<file path="config.mk">
export PLATFORM = sky130hd
export DESIGN_NAME = stage_pipe_reg
export DESIGN_NICKNAME = d
export VERILOG_FILES = /design/src/rtl/stage_pipe_reg.sv
export SDC_FILE = /design/constraint.sdc
export NUM_CORES = 1
export LEC_CHECK = 0
export CORE_MARGIN = 10
export CORE_UTILIZATION = 37
export DETAILED_ROUTE_END_ITERATION = 16
export GPL_TIMING_DRIVEN = 1
export PLACE_DENSITY = 0.82
export SETUP_SLACK_MARGIN = 0.02
export SYNTH_ARGS = -nofsm -noshare
export SYNTH_HDL_FRONTEND = slang
export SYNTH_SLANG_ARGS = --single-unit
</file>
<file path="constraint.sdc">
create_clock -name clk -period 3.7 [get_ports clk]
set_input_delay 0.74 -clock clk [delete_from_list [all_inputs] [get_ports clk]]
set_output_delay 0.74 -clock clk [all_outputs]
set_load 0.03 [all_outputs]
</file>
<file path="src/rtl/stage_pipe_reg.sv">
// stage_pipe_reg: valid/ready pipeline stage with sync flush and stall counter; 1-cycle latency.
// Backpressure from out_ready; `define STAGE_SKID_EN adds a 2-entry skid so in_ready is a pure register.
module stage_pipe_reg #(
  parameter int unsigned PAYLOAD_W      = 130,
  parameter bit          CLEAR_ON_FLUSH = 1'b1,
  parameter int unsigned CNT_W          = 16
) (
  input  logic                 clk,
  input  logic                 rst_n,
  input  logic                 in_valid,
  output logic                 in_ready,
  input  logic [PAYLOAD_W-1:0] in_data,
  output logic                 out_valid,
  input  logic                 out_ready,
  output logic [PAYLOAD_W-1:0] out_data,
  input  logic                 flush,
  input  logic                 cnt_clr,
  output logic [CNT_W-1:0]     stall_cnt,
  output logic [1:0]           occupancy
);

  localparam logic [CNT_W-1:0] CNT_MAX = {CNT_W{1'b1}};

  logic accept;
  logic emit;

  assign accept = in_valid && in_ready;
  assign emit   = out_valid && out_ready;

`ifdef STAGE_SKID_EN
  logic                 skid_valid;
  logic [PAYLOAD_W-1:0] skid_data;

  assign in_ready  = !skid_valid;
  assign occupancy = {1'b0, out_valid} + {1'b0, skid_valid};

  // Skid only fills while main is stalled and drains into main, so order stays FIFO.
  always_ff @(posedge clk or negedge rst_n) begin
    if (!rst_n) begin
      out_valid  <= 1'b0;
      out_data   <= '0;
      skid_valid <= 1'b0;
      skid_data  <= '0;
    end else if (flush) begin
      out_valid  <= 1'b0;
      skid_valid <= 1'b0;
      if (CLEAR_ON_FLUSH) begin
        out_data  <= '0;
        skid_data <= '0;
      end
    end else if (!out_valid) begin
      if (accept) begin
        out_data  <= in_data;
        out_valid <= 1'b1;
      end
    end else if (emit) begin
      if (skid_valid) begin
        out_data   <= skid_data;
        skid_valid <= 1'b0;
      end else if (accept) begin
        out_data <= in_data;
      end else begin
        out_valid <= 1'b0;
      end
    end else if (accept) begin
      skid_data  <= in_data;
      skid_valid <= 1'b1;
    end
  end
`else
  assign in_ready  = !out_valid || out_ready;
  assign occupancy = {1'b0, out_valid};

  always_ff @(posedge clk or negedge rst_n) begin
    if (!rst_n) begin
      out_valid <= 1'b0;
      out_data  <= '0;
    end else if (flush) begin
      out_valid <= 1'b0;
      if (CLEAR_ON_FLUSH) begin
        out_data <= '0;
      end
    end else if (accept) begin
      out_data  <= in_data;
      out_valid <= 1'b1;
    end else if (emit) begin
      out_valid <= 1'b0;
    end
  end
`endif

  // A flush cycle is a kill, not a stall, so it is not counted.
  always_ff @(posedge clk or negedge rst_n) begin
    if (!rst_n) begin
      stall_cnt <= '0;
    end else if (cnt_clr) begin
      stall_cnt <= '0;
    end else if (out_valid && !out_ready && !flush && (stall_cnt != CNT_MAX)) begin
      stall_cnt <= stall_cnt + 1'b1;
    end
  end

endmodule

</file>
* After elaboration in Yosys (flattened, before gate mapping)
Cells that the tools add are included. Widths: inputs -> output; s select.
Operators by class: eq/ne operators 1, reductions and logical operators 12, mux-type cells 7, add/subtract/negate cells 1
Operator list (count):
- $mux 130 | 2
- $mux 16 | 2
- $add 16x1->16 const B | 1
- $ne 16x16->1 const B | 1
- $logic_and 1x1->1 | 5
- $reduce_bool 2->1 | 2
- $logic_not 1->1 | 3
- $mux 1 | 3
- $reduce_bool 3->1 | 1
- $logic_or 1x1->1 | 1
Word-level totals: logic and storage cells 24, output and inout bits 150, flip-flop bits (word level) 147

* Logic depth before layout (Yosys ltp)
depth after elaboration 6, gate-level depth with buffers 6, gate-level depth less buffers 5

* Worst setup path before layout
No wires, ideal clock.
path type input to register, start point in out_ready, end point reg out_data[100], stages 5, data required time 3634 ps, arrival time 1954 ps, setup time 66 ps, path slack 1679 ps, path through nand2b_1 > a21oi_1 > clkbuf_1 > buf_2 > a22o_1
On the way: word-level cells in the longest chain between the ends 3
Ends and longest elaborated chain:
- start: declaration | RTL line 14 | input logic out_ready,
- $logic_or 1x1->1 | RTL line 71 | assign in_ready = !out_valid || out_ready;
- $logic_and 1x1->1 | RTL line 27 | assign accept = in_valid && in_ready;
- $reduce_bool 2->1 (no source line)
- end signal: assignment | RTL line 84 | out_data <= in_data;
- end: declaration | RTL line 15 | output logic [PAYLOAD_W-1:0] out_data,
Every way passes these cells. A chain may end at the register's enable or synchronous reset.

* Worst setup path after layout
start point in out_ready, end point out in_ready
On the way: word-level cells in the longest chain between the ends 1
Ends and longest elaborated chain:
- $logic_or 1x1->1 | RTL line 71
- end: declaration | RTL line 11 | output logic in_ready,
Every way passes these cells.

==> results.json <==
{
  "cp_data_arrival_time_ns": 2.26,
  "crit_family": "buffers and inverters",
  "grt_util_all_layers_pct": 17.59,
  "multi_input_area_um2": 1703,
  "grt_pass1_vias": 5037,
  "ys_types": 37,
  "cts_tree": "built",
  "die_area_um2": 20260,
  "via_per_inst": 5.366,
  "rsz0062_at_grt": "false",
  "clock_sinks": 147,
  "ios": 286,
  "synth_edf_count": 0,
  "rr_worst_depth": 4,
  "worstSetupStartpointType": "input port",
  "p_leak_nw": 3.951,
  "cp.required_ns": 2.96,
  "htreeDepth": 4,
  "fp.dieH_um": 142.4,
  "antenna_found_initial": 0,
  "met3_length_um": 1860,
  "fp.coreArea_um2": 14590,
  "hold_violations": 0,
  "worstMarginPinSlew_ns": 1.231,
  "status": "finished clean",
  "grt_pass1_wl_um": 28120,
  "slowest_stage": "clkdlybuf4s50_1",
  "syn_nets": 537,
  "dr_total_vias": 4668,
  "antenna_left": 0,
  "wl_per_cell_um": 21.29,
  "insertion_delay_ns": 0.41,
  "final_net_count": 810,
  "met1_length_um": 6670,
  "layout_commonest_cell": "clkdlybuf4s50_1",
  "hold_buffers": 0,
  "reg2reg_slack_ns": 1.42,
  "power_density_nw_per_um2": 444.8,
  "die_x_um": 142.4,
  "first_iter_violations": 275,
  "synthCells": 400,
  "final_cell_mix": "clkdlybuf4s50_1 (283), dfrtp_1 (147), a22o_1 (130)",
  "dr_wl_met2_um": 9368,
  "clock_skew_ns": 0.009053,
  "setup_viol_count_final": 0,
  "critical-path-max-stage-delay_ns": 0.73,
  "synth_seq_cells": 147,
  "post-route-min-period_ns": 3.001,
  "fin_crit_sh_pct": 81.10,
  "area_growth_pct": 64.15,
  "cap_violations": 0,
  "start_util_pct": 37.97,
  "critPathKind": "input port to output pin",
  "vdd_ir_drop_max_mv": 0.2875,
  "drcViolationCount": 0,
  "finalSetupTns_ns": 0,
  "post-dp-hpwl_um": 13730,
  "grt-ovfl-total": 0,
  "clockBufferDepth": 2,
  "post_cts_buffers": 0,
  "syn_area_per_cell_um2": 13.85,
  "crit_top_cell": "clkdlybuf4s50_1",
  "syn_area_um2": 5539,
  "hold_class": "input port to async pin",
  "drt_wl_total_um": 18520,
  "crit_fanout": 4,
  "max_freq_ghz": 0.3333,
  "place_congestion": 0.7918,
  "reg2reg_from": "stall_cnt[8]",
  "critPathBufInv": 2,
  "synthArstFlopShare_pct": 100.0,
  "rows": 44,
  "seq_area_um2": 3679,
  "cts_root_buffer": "clkbuf_16",
  "fillers": 1054,
  "max_slew_margin_pct": 17.30,
  "cts.repair.resized": 0,
  "synthFlopType": "dfrtp_1",
  "top_layer": "met4",
  "worstPathCellList": "clkdlybuf4s50_1, nand2b_1, clkdlybuf4s50_1",
  "firstDrtPassIters": 7,
  "cp-end-kind": "output pin",
  "whs_ns": 0.2824,
  "antenna_cells": 0,
  "grt_max_degree": 131,
  "cts_buffers": 17,
  "slew_violations": 0,
  "timing.rr.end": "stall_cnt[8]",
  "drive_above_1_share_pct": 7.143,
  "portBuffers": 284,
  "ys_warn_count": 0,
  "path_clk_slew_ns": 0.06,
  "ys_seq_area_share_pct": 66.41
}
routing by layer:
metal | GRT usage, % | up-vias
li1 | - | 2087
met1 | 18.55 | 2315
met2 | 29.46 | 230
met3 | 7.877 | 36
met4 | 8.307 | 0
met5 | 0 | -
power breakdown:
part | switching (mW) | internal, mW
Combinational | 0.368 | 0.341
Clock | 0.655 | 0.936
Sequential | 0.0505 | 1.69
worst max path at each step:
| stage | startpoint | endpoint | slack, ns | depth (start not counted) |
|---|---|---|---|---|
| after global placement | out_ready | in_ready | 0.72 | 3 |
| after floorplan | out_ready | out_data[100] | 1.68 | 5 |
| after detailed placement | out_ready | in_ready | 0.70 | 3 |
| final | out_ready | in_ready | 0.70 | 3 |
| after global routing | out_ready | in_ready | 0.65 | 3 |
| after CTS | out_ready | in_ready | 0.69 | 3 |
cells by family (layout without fill, tap and decap cells):
logic type / after synthesis / count (layout) / synth area share [%]
buffers and inverters: 38 / 324 / 3.185
other: 1 / 1 / 0.06770
AO/OA/AOI/OAI: 158 / 158 / 23.58
flip-flops: 147 / 147 / 66.41
adder cells (fa/ha/maj): 1 / 1 / 0.2259
AND/OR/NAND/NOR: 53 / 53 / 6.145
multiplexers: 2 / 2 / 0.3840
layout make-up:
class / count / area share, %
clock buffers: 18 / 4.830
clock inverters: 14 / 1.266
inverters: 4 / 0.1651
multi-input cells: 215 / 18.73
flip-flops and latches: 147 / 40.46
well taps: 184 / 2.532
repair buffers: 288 / 32.02
registers in the layout, indices dropped and copies added, names as in the netlist:
signal	flops
out_data	130
out_valid	1
stall_cnt	16
Yosys cell counts, types with 2 or more instances:
cell type  number  share of area (%)
dfrtp_1       147                 66
nor4_1          2               0.23
o31ai_1         8                1.1
nor2_1          5               0.34
a21oi_1        14                1.3
inv_1           4               0.27
or2_2           3               0.34
nand2_1         7               0.47
a22o_1        130                 21
nand4_1         5               0.56
nand2b_1        3               0.34
nor3_1          3               0.27
buf_4           2               0.27
clkbuf_1       10               0.68
or3_1           3               0.34
nand3_1         6               0.54
o21ai_0         3               0.27
or4_1           6               0.81
buf_2          21                1.9
metrics by stage:
step / cells / setup WS (ns) / power [mW] / cell area [um2] / util, %
after global placement: 838 / 0.7239 / 2.471 / 8538 / 58.52
final: 870 / 0.6994 / 4.044 / 9092 / 62.32
after global routing: 870 / 0.6461 / 4.204 / 9092 / 62.32
after floorplan: 400 / 1.679 / 2.076 / 5539 / -
after detailed placement: 838 / 0.7037 / 2.489 / 8538 / 58.52
after CTS: 870 / 0.6943 / 4.100 / 9092 / 62.32
worst register-to-register path, stage by stage, from the launching register on:
cell,delay (ns)
dfrtp_1,0.46
nand4_1,0.29
nor3_1,1.06
or4_2,0.27
a21oi_1,0.06
Power figures use the tool's default switching activity.
